**src/rtl/comparator_4bit.sv**
```systemverilog
// Registered one-hot magnitude comparator (G/E/L) with one-cycle latency.
// Optional saturating per-outcome counters are built when COMPARATOR_STATS_EN is defined.
module comparator_4bit #(
    parameter int WIDTH  = 4,
    parameter bit SIGNED = 1'b0
) (
    input  logic             clk,
    input  logic             rst,
    input  logic             in_valid,
    input  logic [WIDTH-1:0] A,
    input  logic [WIDTH-1:0] B,
    output logic             G,
    output logic             E,
    output logic             L,
    output logic             out_valid
`ifdef COMPARATOR_STATS_EN
    ,
    output logic [15:0]      count_g,
    output logic [15:0]      count_e,
    output logic [15:0]      count_l
`endif
);

    // Inverting both sign bits maps two's complement ordering onto unsigned ordering.
    function automatic logic [2:0] compare_f(input logic [WIDTH-1:0] a, input logic [WIDTH-1:0] b);
        logic [WIDTH-1:0] a_k;
        logic [WIDTH-1:0] b_k;
        a_k = a;
        b_k = b;
        if (SIGNED) begin
            a_k[WIDTH-1] = ~a[WIDTH-1];
            b_k[WIDTH-1] = ~b[WIDTH-1];
        end else begin
            a_k = a;
            b_k = b;
        end
        if (a_k > b_k) begin
            return 3'b100;
        end else if (a_k == b_k) begin
            return 3'b010;
        end else begin
            return 3'b001;
        end
    endfunction

    logic [2:0] result_s;
    logic [2:0] flags_r;
    logic [2:0] flags_next_s;
    logic       out_valid_r;
    logic       out_valid_next_s;

    // Compare the operands as presented this cycle.
    always_comb begin
        result_s = compare_f(A, B);
    end

    // Next-state selection for the result flags and the valid pulse.
    always_comb begin
        flags_next_s     = flags_r;
        out_valid_next_s = 1'b0;
        if (rst) begin
            flags_next_s     = 3'b000;
            out_valid_next_s = 1'b0;
        end else if (in_valid) begin
            flags_next_s     = result_s;
            out_valid_next_s = 1'b1;
        end else begin
            flags_next_s     = flags_r;
            out_valid_next_s = 1'b0;
        end
    end

    // Result register; rst clears it ahead of any sampled pair.
    always_ff @(posedge clk) begin
        flags_r     <= flags_next_s;
        out_valid_r <= out_valid_next_s;
    end

    assign G         = flags_r[2];
    assign E         = flags_r[1];
    assign L         = flags_r[0];
    assign out_valid = out_valid_r;

`ifdef COMPARATOR_STATS_EN
    function automatic logic [15:0] sat_inc_f(input logic [15:0] c);
        if (c == 16'hFFFF) begin
            return c;
        end else begin
            return c + 16'd1;
        end
    endfunction

    logic [15:0] count_g_r;
    logic [15:0] count_e_r;
    logic [15:0] count_l_r;
    logic [15:0] count_g_next_s;
    logic [15:0] count_e_next_s;
    logic [15:0] count_l_next_s;

    // Counters advance on the edge that loads their flag with 1.
    always_comb begin
        count_g_next_s = count_g_r;
        count_e_next_s = count_e_r;
        count_l_next_s = count_l_r;
        if (rst) begin
            count_g_next_s = 16'd0;
            count_e_next_s = 16'd0;
            count_l_next_s = 16'd0;
        end else if (in_valid) begin
            count_g_next_s = result_s[2] ? sat_inc_f(count_g_r) : count_g_r;
            count_e_next_s = result_s[1] ? sat_inc_f(count_e_r) : count_e_r;
            count_l_next_s = result_s[0] ? sat_inc_f(count_l_r) : count_l_r;
        end else begin
            count_g_next_s = count_g_r;
            count_e_next_s = count_e_r;
            count_l_next_s = count_l_r;
        end
    end

    // Counter registers.
    always_ff @(posedge clk) begin
        count_g_r <= count_g_next_s;
        count_e_r <= count_e_next_s;
        count_l_r <= count_l_next_s;
    end

    assign count_g = count_g_r;
    assign count_e = count_e_r;
    assign count_l = count_l_r;
`endif

endmodule

```
**config.mk**
```make
export PLATFORM = sky130hd
export DESIGN_NAME = comparator_4bit
export DESIGN_NICKNAME = d
export VERILOG_FILES = /design/src/rtl/comparator_4bit.sv
export SDC_FILE = /design/constraint.sdc
export NUM_CORES = 1
export LEC_CHECK = 0
export CORE_AREA = 2 2 39 41
export CTS_CLUSTER_SIZE = 24
export DETAILED_ROUTE_END_ITERATION = 16
export DIE_AREA = 0 0 41 43
export GPL_TIMING_DRIVEN = 0
export HOLD_SLACK_MARGIN = 0.15
export SYNTH_ARGS = -nofsm -noshare
export SYNTH_HDL_FRONTEND = slang
export SYNTH_SLANG_ARGS = --single-unit
```
**constraint.sdc**
```tcl
create_clock -name clk -period 1.8 [get_ports clk]
set_clock_uncertainty 0.1 [all_clocks]
set_input_delay 0.36 -clock clk [delete_from_list [all_inputs] [get_ports clk]]
set_output_delay 0.36 -clock clk [all_outputs]
set_load 0.03 [all_outputs]
```
-- After elaboration in Yosys (flattened, before gate mapping)
Cells that the tools add are included.
- register bits: 4
- input port bits: 11
- order comparisons: 1
- eq/ne operators: 1
- mux-type cells: 3
- operators by type and width (kind ; count):
    4-bit == test ; 1
    4-bit greater-than comparator ; 1
    3-bit two-way mux ; 1
    2-bit two-way mux ; 1
    1-bit two-way mux ; 1

-- Depth between registers and ports, before layout
- depth in word-level cells: 3
- gate-level depth with buffers: 6
- depth with buffers taken out: 6

-- Least setup slack after synthesis
Ideal clock, no wire load.
- kind: input-to-reg
- from: in B[1]
- to: reg flags_r[2]
- setup time: 0.115 ns
- data arrival time: 1.169 ns
- data required time: 1.585 ns
- setup slack: 0.416 ns
- stages on the path: 6
- buffers on the path: 0
- path through: inv_1 -> ha_1 -> nor2b_1 -> o211ai_2 -> nand2_1 -> a31o_1
- longest elaborated chain between the ends: 2
- ends and longest elaborated chain (item ; RTL line ; RTL):
    start: declaration ; 11 ; input logic [WIDTH-1:0] B,
    4-bit greater-than comparator ; 37 ; if (a_k > b_k) begin
    3-bit two-way mux ; 37 ;
    end signal: assignment ; 75 ; flags_r <= flags_next_s;
    end: declaration ; 47 ; logic [2:0] flags_r;
Every way passes these cells.
A chain may end at the register's enable or synchronous reset.

-- Worst setup path after layout
- from: reg flags_r[2]
- to: out G
- RTL lines (item ; RTL line ; RTL):
    end: declaration ; 12 ; output logic G,
No word-level cell between the ends.

==> flow_summary.ini <==
[pwr]
max-vdd-ir-drop_uv = 126
power.density_cell_area_nw_per_um2 = 692
power.leakage_nw = 0.185

[clocking]
cts_inserted_buffers = 3
clock_sink_count = 4
cts_resized = 0
cts-hold-fix-buffers = 0
cts-root-to-sink-buffers = 2
cts-htree-levels = 1
cts_tree = built
clock-root-buffer = sky130_fd_sc_hd__clkbuf_4
clk_pin_slew_ns = 0.04
cts_post_setup_buffers_inserted = 0
clock_latency_ns = 0.24

[worst_setup_path]
crit_slowest_cell = sky130_fd_sc_hd__clkdlybuf4s50_1
worstReg2RegStart = flags_r[2]
timing.critical_path.cells = clkdlybuf4s50_1
crit_arrival_ns = 1.24
sort_of_element_at_the_start_of_the_critical_path = register
worst_path_largest_cell_delay_ns = 0.67
worstSetupStartpoint = flags_r[2]
crit_required_ns = 1.34
sort_of_element_at_the_end_of_the_critical_path = output pin
cp_top_family = buffers and inverters
critical_path_buf_inv_count = 1
timing_worst_setup_path_type = reg2out
critical_path_peak_fanout = 2

[floorplanning]
floorplan.initialDensity_pct = 16.6
num_rows = 14
number_of_i_o_pins = 15
design.core.area_um2 = 1380
floorplan.die.width_um = 41
die_h_um = 43
fp.dieArea_um2 = 1760

[flow_run]
max-cap-violations = 0

[grt]
groute.usage.overall_pct = 6.21
grt_start_max_net_pins = 5
global_route.overflow_total = 0
grt_pass1_vias = 202
grt_pass1_wl_um = 690
antenna_violations_before_repair = 0

[route]
detail_route.first_pass.iterations = 1
route.detailed.drc = 0
detailroute.via_count = 235
drt-total-wl_um = 465
postRouteAntennaNets = 0
drt_first_iter_violations = 0
routed_wire_length_per_instance_um = 7.75
drt-vias-per-instance = 3.92

[logic_synthesis]
yosysTopAreaCellShare_pct = 34.8
synthesis.area_um2 = 230
count_of_state_elements_after_synthesis = 4
synth-warning-count = 0
syn-num-nets = 42
synth_compound_area_share_pct = 15.8
synth_xor_area_share_pct = 0
mean_syn_cell_area_um2 = 8.53
netlist_instances = 27
post_synth_fa_ha_maj_area_fraction_pct = 21.7
yosys.area_share.simple_pct = 19.6
synth_cell_types = 11
dominant_combinational_cell_family_by_area_after_synthesis = adder cells
area_leader_netlist = sky130_fd_sc_hd__dfxtp_1
seq_area_frac_synth_pct = 34.8
synth_mux_area_share_pct = 0
synthTopCellsByArea = sky130_fd_sc_hd__dfxtp_1, sky130_fd_sc_hd__ha_1, sky130_fd_sc_hd__inv_1

[finish]
final_core_util_pct = 29.8
post_route_cells_drive_above_1_share_pct = 9.09
synthToLayoutAreaGrowth_pct = 79.3
antennaDiodeCount = 0
nNetsFinal = 61

[timing]
final_min_period_over_clock_period_pct = 94.2
worst_slack_ns = 0.104
drv_slew = 0
max_freq_mhz = 589
period_needed_ns = 1.70
timing.final.hold_violations = 0
rsz0062_at_grt = no
finalSetupViolCount = 0
worst_relative_slew_slack_pct = 79.7
worst_slew_pin_slew_ns = 0.303

[place]
place.detailed.hpwl_um = 380
port_buffers = 14
gpl.final_weighted_congestion = 0.605
post-place-ws_ns = -0.0863

[min_path]
min-delay-start = flags_r[0]
worst_hold_check_path_type = reg2reg

[outcome]
outcome = finished clean
[synth_stat cells]
cell	instances
sky130_fd_sc_hd__ha_1	4
sky130_fd_sc_hd__nand2_1	2
sky130_fd_sc_hd__o211ai_2	1
sky130_fd_sc_hd__a21oi_1	3
sky130_fd_sc_hd__nor2_1	3
sky130_fd_sc_hd__dfxtp_1	4
sky130_fd_sc_hd__nand4_1	2
sky130_fd_sc_hd__inv_1	5
sky130_fd_sc_hd__nor2b_1	1
sky130_fd_sc_hd__a31o_1	1
sky130_fd_sc_hd__nor3b_1	1
[area by class of cell]
class	instances	area [um2]
Inverter	5	18.8
Sequential cell	4	80.1
Timing Repair Buffer	14	140
Fill cell	163	971
Multi-Input combinational cell	18	131
Clock buffer	3	22.5
Tap cell	16	20.0
[per-stage QoR]
step	hold slack (ns)	instances	TNS, ns	total power [mW]	area, um2
3_5_place_dp	0.360	57	-0.0905	0.172	390
3_3_place_gp	0.354	57	-0.0994	0.172	390
2_1_floorplan	0.329	27	0	0.135	230
4_1_cts	0.366	60	0	0.292	413
6_report	0.366	60	0	0.286	413
5_1_grt	0.408	60	0	0.301	413
[layer usage]
layer / vias to the layer above / track usage [%] / part of all wire [%]
li1: 126 / - / -
met1: 98 / 6.39 / 40
met2: 9 / 8.44 / 49
met3: 2 / 0 / 6.7
met4: 0 / 10.0 / 3.9
met5: - / 0 / 0
[worst min-delay path, delay by kind of cell, from the launching register on]
kind	cells	cell delay, ns
DFF	1	0.30
AOI/OAI and AO/OA	1	0.05
and+or+nand+nor	1	0.06
[cells by family (layout without fill, tap and decap cells)]
group / Yosys count / after routing
buffers and inverters: 5 / 22
adders and majority gates: 4 / 4
and+or+nand+nor: 9 / 9
AOI/OAI and AO/OA: 5 / 5
DFF: 4 / 4
[registers in the layout, summed over array words and instances (netlist names)]
name and count:
out_valid 1, flags_r 3
[cells in the final DEF (no fill, tap or decap), drive strengths merged, types with 2 or more instances in the layout]
cell type,netlist,routed
clkdlybuf4s50,0,14
inv,5,5
ha,4,4
dfxtp,4,4
nor2,3,3
a21oi,3,3
clkbuf,0,3
nand4,2,2
nand2,2,2
[power breakdown]
part / leakage [nW] / internal, mW / switching (mW)
Sequential: 0.0329 / 0.0946 / 0.00238
Clock: 0.0138 / 0.0748 / 0.0407
Combinational: 0.138 / 0.0411 / 0.0320
[path summary, 6_finish.rpt]
check / to / depth (start not counted) / slack [ns]
worst max register to register: flags_r[2] / 2 / 0.99
worst min-delay path: flags_r[0] / 2 / 0.37
worst min register to register: flags_r[0] / 2 / 0.37
worst max-delay path: G / 1 / 0.10
Note: power is estimated with default switching activity, not from simulation.
